[config.mk]
export PLATFORM = sky130hd
export DESIGN_NAME = approx_error_monitor
export DESIGN_NICKNAME = d
export VERILOG_FILES = /design/src/rtl/approx_mon_pkg.sv /design/src/rtl/ed_calc.sv /design/src/rtl/approx_error_monitor.sv
export SDC_FILE = /design/constraint.sdc
export NUM_CORES = 1
export LEC_CHECK = 0
export ABC_CLOCK_PERIOD_IN_PS = 10450
export BUFFER_PORTS_ARGS = -buffer_cell sky130_fd_sc_hd__buf_2
export CORE_ASPECT_RATIO = 0.8
export CORE_MARGIN = 3
export CORE_UTILIZATION = 30
export CTS_CLUSTER_DIAMETER = 100
export DETAILED_ROUTE_END_ITERATION = 16
export HOLD_SLACK_MARGIN = 0.02
export PLACE_DENSITY = 0.44
export SLEW_MARGIN = 5
export SYNTH_ARGS = -nofsm -noshare
export SYNTH_HDL_FRONTEND = slang
export SYNTH_SLANG_ARGS = --single-unit
[constraint.sdc]
create_clock -name clk -period 10.45 [get_ports clk]
set_clock_uncertainty 0.05 [all_clocks]
set_input_delay 2.09 -clock clk [delete_from_list [all_inputs] [get_ports clk]]
set_output_delay 2.09 -clock clk [all_outputs]
set_load 0.02 [all_outputs]
[src/rtl/approx_mon_pkg.sv]
// approx_mon_pkg: shared FSM state type and width constants for the approximate-multiplier error monitor
package approx_mon_pkg;
    typedef enum logic [1:0] {IDLE, RUN, DRAIN, DONE} state_e;
    localparam int OPW_DEFAULT = 16;
    localparam int DRAIN_CYCLES = 2;
    localparam int PW_DEFAULT = 2 * OPW_DEFAULT;
    localparam int EDW_DEFAULT = PW_DEFAULT;
    localparam int SUMW_DEFAULT = PW_DEFAULT + 16;
    localparam int DRAIN_W = (DRAIN_CYCLES > 1) ? $clog2(DRAIN_CYCLES) : 1;
    localparam logic [DRAIN_W-1:0] DRAIN_LAST = DRAIN_W'(DRAIN_CYCLES - 1);
endpackage

[src/rtl/ed_calc.sv]
// ed_calc: exact unsigned product and absolute error distance against an approximate product
module ed_calc
    import approx_mon_pkg::*;
#(
    parameter int OPW = OPW_DEFAULT
) (
    input  logic [OPW-1:0]   a,
    input  logic [OPW-1:0]   x,
    input  logic [2*OPW-1:0] approx,
    output logic [2*OPW-1:0] exact,
    output logic [2*OPW-1:0] ed
);
    always_comb begin
        exact = {{OPW{1'b0}}, a} * {{OPW{1'b0}}, x};
        ed = (exact >= approx) ? exact - approx : approx - exact;
    end
endmodule

[src/rtl/approx_error_monitor.sv]
// approx_error_monitor: run-based ED statistics over a 2-stage pipeline with IDLE/RUN/DRAIN/DONE control
module approx_error_monitor
    import approx_mon_pkg::*;
#(
    parameter int OPW = OPW_DEFAULT
) (
    input  logic                clk,
    input  logic                rst_n,
    input  logic                start,
    input  logic [15:0]         sample_target,
    input  logic                in_valid,
    output logic                in_ready,
    input  logic [OPW-1:0]      in_a,
    input  logic [OPW-1:0]      in_x,
    input  logic [2*OPW-1:0]    in_product,
    output logic                busy,
    output logic                done,
    output logic [15:0]         samples_done,
    output logic [15:0]         err_count,
    output logic [2*OPW+15:0]   ed_sum,
    output logic [2*OPW-1:0]    ed_max
);
    localparam int PW = 2 * OPW;
    localparam int SW = PW + 16;
    state_e state_q, state_d;
    logic [15:0] target_q, target_d, samples_q, samples_d, err_q, err_d;
    logic [DRAIN_W-1:0] drain_q, drain_d;
    logic s1_valid_q, s1_valid_d, s2_valid_q, s2_valid_d, s2_err_q, s2_err_d;
    logic [OPW-1:0] s1_a_q, s1_a_d, s1_x_q, s1_x_d;
    logic [PW-1:0] s1_p_q, s1_p_d, s2_ed_q, s2_ed_d, max_q, max_d, exact, ed;
    logic [SW-1:0] sum_q, sum_d;
    logic accept, start_ok;

    ed_calc #(.OPW(OPW)) u_ed_calc (
        .a(s1_a_q),
        .x(s1_x_q),
        .approx(s1_p_q),
        .exact(exact),
        .ed(ed)
    );

    assign in_ready = (state_q == RUN) && (samples_q < target_q);
    assign busy = (state_q == RUN) || (state_q == DRAIN);
    assign done = state_q == DONE;
    assign samples_done = samples_q;
    assign err_count = err_q;
    assign ed_sum = sum_q;
    assign ed_max = max_q;

    always_comb begin
        accept = in_valid && in_ready;
        start_ok = start && ((state_q == IDLE) || (state_q == DONE));
        state_d = state_q;
        target_d = target_q;
        drain_d = drain_q;
        samples_d = samples_q;
        err_d = err_q;
        sum_d = sum_q;
        max_d = max_q;
        s1_valid_d = accept;
        s1_a_d = accept ? in_a : s1_a_q;
        s1_x_d = accept ? in_x : s1_x_q;
        s1_p_d = accept ? in_product : s1_p_q;
        s2_valid_d = s1_valid_q;
        s2_ed_d = ed;
        s2_err_d = exact != s1_p_q;
        if (s2_valid_q) begin
            sum_d = sum_q + {16'b0, s2_ed_q};
            max_d = (s2_ed_q > max_q) ? s2_ed_q : max_q;
            err_d = err_q + {15'b0, s2_err_q};
        end
        if (start_ok) begin
            state_d = (sample_target != 16'd0) ? RUN : DONE;
            target_d = sample_target;
            samples_d = '0;
            err_d = '0;
            sum_d = '0;
            max_d = '0;
        end
        if (accept) begin
            samples_d = samples_q + 16'd1;
            if (samples_q + 16'd1 == target_q) begin
                state_d = DRAIN;
                drain_d = '0;
            end
        end
        if (state_q == DRAIN) begin
            drain_d = drain_q + 1'b1;
            state_d = (drain_q == DRAIN_LAST) ? DONE : DRAIN;
        end
    end

    always_ff @(posedge clk) begin
        if (!rst_n) begin
            state_q <= IDLE;
            target_q <= '0;
            drain_q <= '0;
            samples_q <= '0;
            err_q <= '0;
            sum_q <= '0;
            max_q <= '0;
            s1_valid_q <= 1'b0;
            s1_a_q <= '0;
            s1_x_q <= '0;
            s1_p_q <= '0;
            s2_valid_q <= 1'b0;
            s2_ed_q <= '0;
            s2_err_q <= 1'b0;
        end else begin
            state_q <= state_d;
            target_q <= target_d;
            drain_q <= drain_d;
            samples_q <= samples_d;
            err_q <= err_d;
            sum_q <= sum_d;
            max_q <= max_d;
            s1_valid_q <= s1_valid_d;
            s1_a_q <= s1_a_d;
            s1_x_q <= s1_x_d;
            s1_p_q <= s1_p_d;
            s2_valid_q <= s2_valid_d;
            s2_ed_q <= s2_ed_d;
            s2_err_q <= s2_err_d;
        end
    end
endmodule
=== After elaboration in Yosys (flattened, before gate mapping) ===
Index checks and enable logic that the tools add are counted.

* Divide/modulo/power cells: 0
* Magnitude comparators: 3
* Reduce and logical (&&, ||, !) cells: 13
* $mul: 1
* Bitwise operators: 1
* Equal/unequal tests: 5
* $add $sub $neg: 6
* Shifts and indexed selects: 0
* Muxes and demuxes: 12

{| class="wikitable"
|+ Operator list
! operator !! count
|-
| $sub A32 B32 Y32 || 2
|-
| $add A48 B32 Y48 || 1
|-
| $ge A32 B32 Y1 || 1
|-
| $gt A32 B32 Y1 || 1
|-
| $mul A16 B16 Y32 || 1
|-
| $mux W16 || 2
|-
| $mux W32 || 1
|-
| $ne A32 B32 Y1 || 1
|-
| $add A16 B1 Y16 || 1
|-
| $add A16 B1 Y16 const B || 1
|-
| $eq A16 B16 Y1 || 1
|-
| $lt A16 B16 Y1 || 1
|-
| $reduce_bool A16 Y1 || 1
|-
| $mux W2 || 5
|-
| $reduce_bool A2 Y1 || 3
|-
| $eq A2 B2 Y1 const B || 2
|-
| $mux W1 || 4
|-
| $reduce_and A2 Y1 || 2
|-
| $logic_and A1 B1 Y1 || 3
|-
| $eq A2 B1 Y1 const B || 1
|-
| $logic_not A2 Y1 || 1
|-
| $logic_or A1 B1 Y1 || 2
|-
| $reduce_or A2 Y1 || 1
|-
| $add A1 B1 Y1 const B || 1
|-
| $not A1 Y1 || 1
|}

* Input bits: 84
* Bits in latches: 0
* Memories: 0
* RAM bits: 0
* Output and inout bits: 115
* Register bits after elaboration: 230
* Word-level logic and storage cells: 55
* Bits in read-only memories: 0

=== Longest topological paths before layout ===
* Depth after elaboration: 7
* Gate-level depth with buffers: 38

=== Hierarchy ===
Synthesis repeated with hierarchy kept, for this count alone.

* Cells, all modules: 3078
* Area total of the unflattened synthesis: 24842.6 µm²

{| class="wikitable"
|+ By module, submodules not included
! module !! sequential area each (µm²) !! instances !! area an instance (µm²) !! cells an instance
|-
| approx_error_monitor || 4604.4 || 1 || 12553.3 || 1522
|-
| ed_calc || 0.0 || 1 || 12289.3 || 1556
|}

=== Least setup slack after synthesis ===
Ideal clock, no wire load.

* Kind: flip-flop to flip-flop
* Start point: register s1_x_q[9]
* End point: register s2_ed_q[28]
* Setup time: 0.128 ns
* Arrival: 8.256 ns
* Data required time: 10.272 ns
* Cell stages (with the launch flop): 34
* Clock period less this slack: 8.434 ns
* Slack: 2.016 ns
* Cell sequence: dfxtp_1 -> clkbuf_1 -> clkbuf_1 -> nand2_1 -> fa_1 -> inv_1 -> fa_1 -> fa_1 -> fa_1 -> fa_1 -> inv_1 -> fa_1 -> inv_1 -> ha_1 -> clkbuf_1 -> a21oi_1 -> nand2_1 -> or4_4 -> a41oi_4 -> o211ai_1 -> a21o_1 -> a21oi_2 -> xnor2_1 -> ha_1 -> clkbuf_1 -> nand4_1 -> inv_1 -> a221oi_1 -> nand3_1 -> nor2_4 -> or3b_2 -> a22oi_1 -> xor2_1 -> nor2_1

* Longest elaborated chain between the ends: 3

{| class="wikitable"
|+ RTL lines
! element !! line !! RTL
|-
| start: declaration || approx_error_monitor.sv:29 || <nowiki>logic [OPW-1:0] s1_a_q, s1_a_d, s1_x_q, s1_x_d;</nowiki>
|-
| start signal: assignment || approx_error_monitor.sv:104 || <nowiki>s1_x_q <= '0;</nowiki>
|-
| start signal: assignment || approx_error_monitor.sv:119 || <nowiki>s1_x_q <= s1_x_d;</nowiki>
|-
| $mul A16 B16 Y32 * || ed_calc.sv:14 || <nowiki>exact = {{OPW{1'b0}}, a} * {{OPW{1'b0}}, x};</nowiki>
|-
| $sub A32 B32 Y32 or $ge A32 B32 Y1 (tied branches) || ed_calc.sv:15 || <nowiki>ed = (exact >= approx) ? exact - approx : approx - exact;</nowiki>
|-
| $mux W32 * || ed_calc.sv:15 ||
|-
| end signal: assignment || approx_error_monitor.sv:107 || <nowiki>s2_ed_q <= '0;</nowiki>
|-
| end signal: assignment || approx_error_monitor.sv:122 || <nowiki>s2_ed_q <= s2_ed_d;</nowiki>
|-
| end: declaration || approx_error_monitor.sv:30 || <nowiki>logic [PW-1:0] s1_p_q, s1_p_d, s2_ed_q, s2_ed_d, max_q, max_d, exact, ed;</nowiki>
|}

Every way passes the cells marked *; elsewhere a longest branch is shown, timed or not.
A chain may end at the register's enable or synchronous reset.

=== Worst setup path after layout ===
Ends and elaborated chain as after synthesis.

==> flow_metrics.py <==
metrics = {
    "outcome": {
        "status": "completed",
    },
    "yosys": {
        "post-synth-top-count-cell": "nand2_1",
        "ys_ff_latch": 230,
        "syn-num-nets": 3511,
        "syn_area_mm2": 0.02371,
        "synth_top_area_share_pct": 19.42,
        "ys_types": 79,
        "synth_top_area_cell": "dfxtp_1",
        "ys_warn_count": 0,
        "syn_area_per_cell_um2": 7.964,
        "synth_edf_count": 0,
        "synthArstFlopShare_pct": 0,
        "synth_flop_cell": "dfxtp_1",
        "synth_area_leaders": "dfxtp_1 19%, fa_1 17%, ha_1 13%, nand2_1 6.4%, inv_1 6.2%",
        "synth_common_cells": "404 x nand2_1, 389 x inv_1, 253 x ha_1",
        "postSynthCellCount": 2977,
        "ys_seq_area_share_pct": 19.42,
    },
    "global_route": {
        "grt_antenna_before_repair": 3,
        "grt_pass1_vias": 20460,
        "grt_max_degree": 85,
        "grt_overflow_total": 0,
        "grtUsageTotal_pct": 17.60,
        "grt_pass1_wl_mm": 116.7,
    },
    "clock_network": {
        "clk_path_buf_depth": 3,
        "htree_levels": 2,
        "postCtsSetupBuffers": 0,
        "clkTransAtPathRegs_ps": 60,
        "clkLatencyLatePin_ps": 560,
        "root_buffer": "clkbuf_16",
        "cts_resized": 0,
        "cts_buffers": 34,
        "cts_sinks": 230,
        "ctsHoldBuffers": 0,
        "cts_tree": "built",
    },
    "floorplanning": {
        "die_h_um": 257.4,
        "start_util_pct": 30.53,
        "ioPinCount": 199,
        "core_area_mm2": 0.07765,
        "die_area_mm2": 0.08246,
        "die_x_um": 320.3,
        "rows": 91,
    },
    "placement": {
        "dpl.hpwl_mm": 57.90,
        "port_buffers": 198,
        "place_congestion": 0.8769,
        "place_area_mm2": 0.02558,
    },
    "route": {
        "route.detailed.drc": 0,
        "viasPerCell": 4.993,
        "vias": 20650,
        "wl_per_cell_um": 17.69,
        "drt.antenna.violating_nets": 0,
        "drtIter0Drc": 1342,
        "firstDrtPassIters": 5,
        "wl_mm": 73.18,
    },
    "layout": {
        "postLayoutCoreUtil_pct": 34.37,
        "drive_gt1_share_pct": 9.637,
        "syn2layout_area_growth_pct": 12.58,
        "fin_nets": 3623,
        "fin_area_mm2": 0.02669,
        "fillCellCount": 8312,
    },
    "setup_path": {
        "cp.arrival_ps": 10210,
        "crit_required_ps": 10830,
        "cp-end-kind": "flop",
        "cp-start-kind": "flop",
        "critPathMaxFanout": 17,
        "timing.critical_path.mode_cell": "fa_1",
        "cp_slowest_stage_delay_ps": 840,
        "slowest_stage": "dfxtp_1",
        "critPathKind": "flop to flop",
    },
    "sta": {
        "period_share_pct": 94.07,
        "fin_crit_ps": 9831,
        "rsz0062_at_grt": "no",
        "fmax_mhz": 101.7,
        "fin_setup_tns_ps": 0,
        "setup_viol": 0,
        "finalHoldViolCount": 0,
        "slew_viol_final": 0,
        "tightest_slew_ps": 1177,
        "hold_slack_ps": 382.3,
        "slew_headroom_pct": 21.52,
    },
    "pwr": {
        "leakage_uw": 0.01247,
        "power_density_mw_per_mm2": 245.1,
        "power_uw": 6542,
        "ir_drop_v": 0.0002656,
    },
    "worst_hold_path": {
        "hp-class": "flop to flop",
    },
    "flow_run": {
        "drv_cap": 0,
    },
}
[where the power goes]
group,internal (uW),switching (uW)
sequential,1020,250
combinational,1590,2530
clock,668,482
[kinds of logic (layout without fill, tap and decap cells)]
family / after synthesis / after routing / synth area share (%)
adders and majority gates: 450 / 450 / 29.99
AOI/OAI and AO/OA: 627 / 627 / 16.42
other: 0 / 1 / 0
and+or+nand+nor: 976 / 976 / 19.34
xor gates and xnor gates: 125 / 125 / 4.618
buffers and inverters: 531 / 667 / 8.597
DFF: 230 / 230 / 19.42
muxes: 38 / 38 / 1.615
[flip-flops by register name, indices dropped and copies added, names as in the netlist]
name,count
samples_done,16
s1_p_q,32
ed_max,32
s2_err_q,1
err_count,16
s1_x_q,16
state_q,2
target_q,16
s2_valid_q,1
s1_a_q,16
drain_q,1
s2_ed_q,32
ed_sum,48
s1_valid_q,1
[per-layer routing]
layer  routed length, um  global-route usage, %
met5                   0                      0
met4                1147                  3.308
met3                3156                  2.335
met2               33060                  28.08
met1               35820                  25.48
[final cells by class]
cell class                      count  area, um2  share of cell area [%]
Sequential cell                   230       4608                   17.27
Clock buffer                       45      932.1                   3.493
Inverter                          391       1470                   5.508
Tap cell                         1023       1280                   4.796
Timing Repair Buffer              216       1126                   4.219
Clock inverter                     15      172.7                  0.6469
Multi-Input combinational cell   2216      17100                   64.06
Antenna cell                        1      2.502                0.009376
[metrics by stage]
step                      setup WS (ps)  std cells
after floorplan                    2016       2977
after detailed placement          760.4       4076
after global routing              18.79       4136
after CTS                         740.6       4136
final                             619.2       4137
after global placement            862.2       4076
[path summary, 6_finish.rpt]
kind / end / cells after the start / startpoint / slack, ps
max: s2_ed_q[28] / 29 / s1_x_q[9] / 620
min reg2reg: s2_valid_q / 1 / s1_valid_q / 380
max reg2reg: s2_ed_q[28] / 29 / s1_x_q[9] / 620
min: s2_valid_q / 1 / s1_valid_q / 380
[placed cells by master (no fill, tap or decap), types with 61 or more instances in the layout]
master	count
a21oi_1	247
xor2_1	61
inv_1	389
xnor2_1	64
nor2_1	164
nand2_1	403
o21ai_0	131
nand3_1	92
ha_1	253
and2_1	131
dfxtp_1	227
fa_1	197
a21o_1	78
buf_2	198
[worst max-delay path, delay by kind of cell, from the launching register on]
| kind | cells | cell delay [ps] |
|---|---|---|
| AO/OA/AOI/OAI | 9 | 2140 |
| XOR/XNOR | 2 | 310 |
| adder cells (fa/ha/maj) | 8 | 3980 |
| AND/OR/NAND/NOR | 7 | 2210 |
| buffers and inverters | 3 | 140 |
| flip-flops | 1 | 840 |
Power figures use the tool's default switching activity.
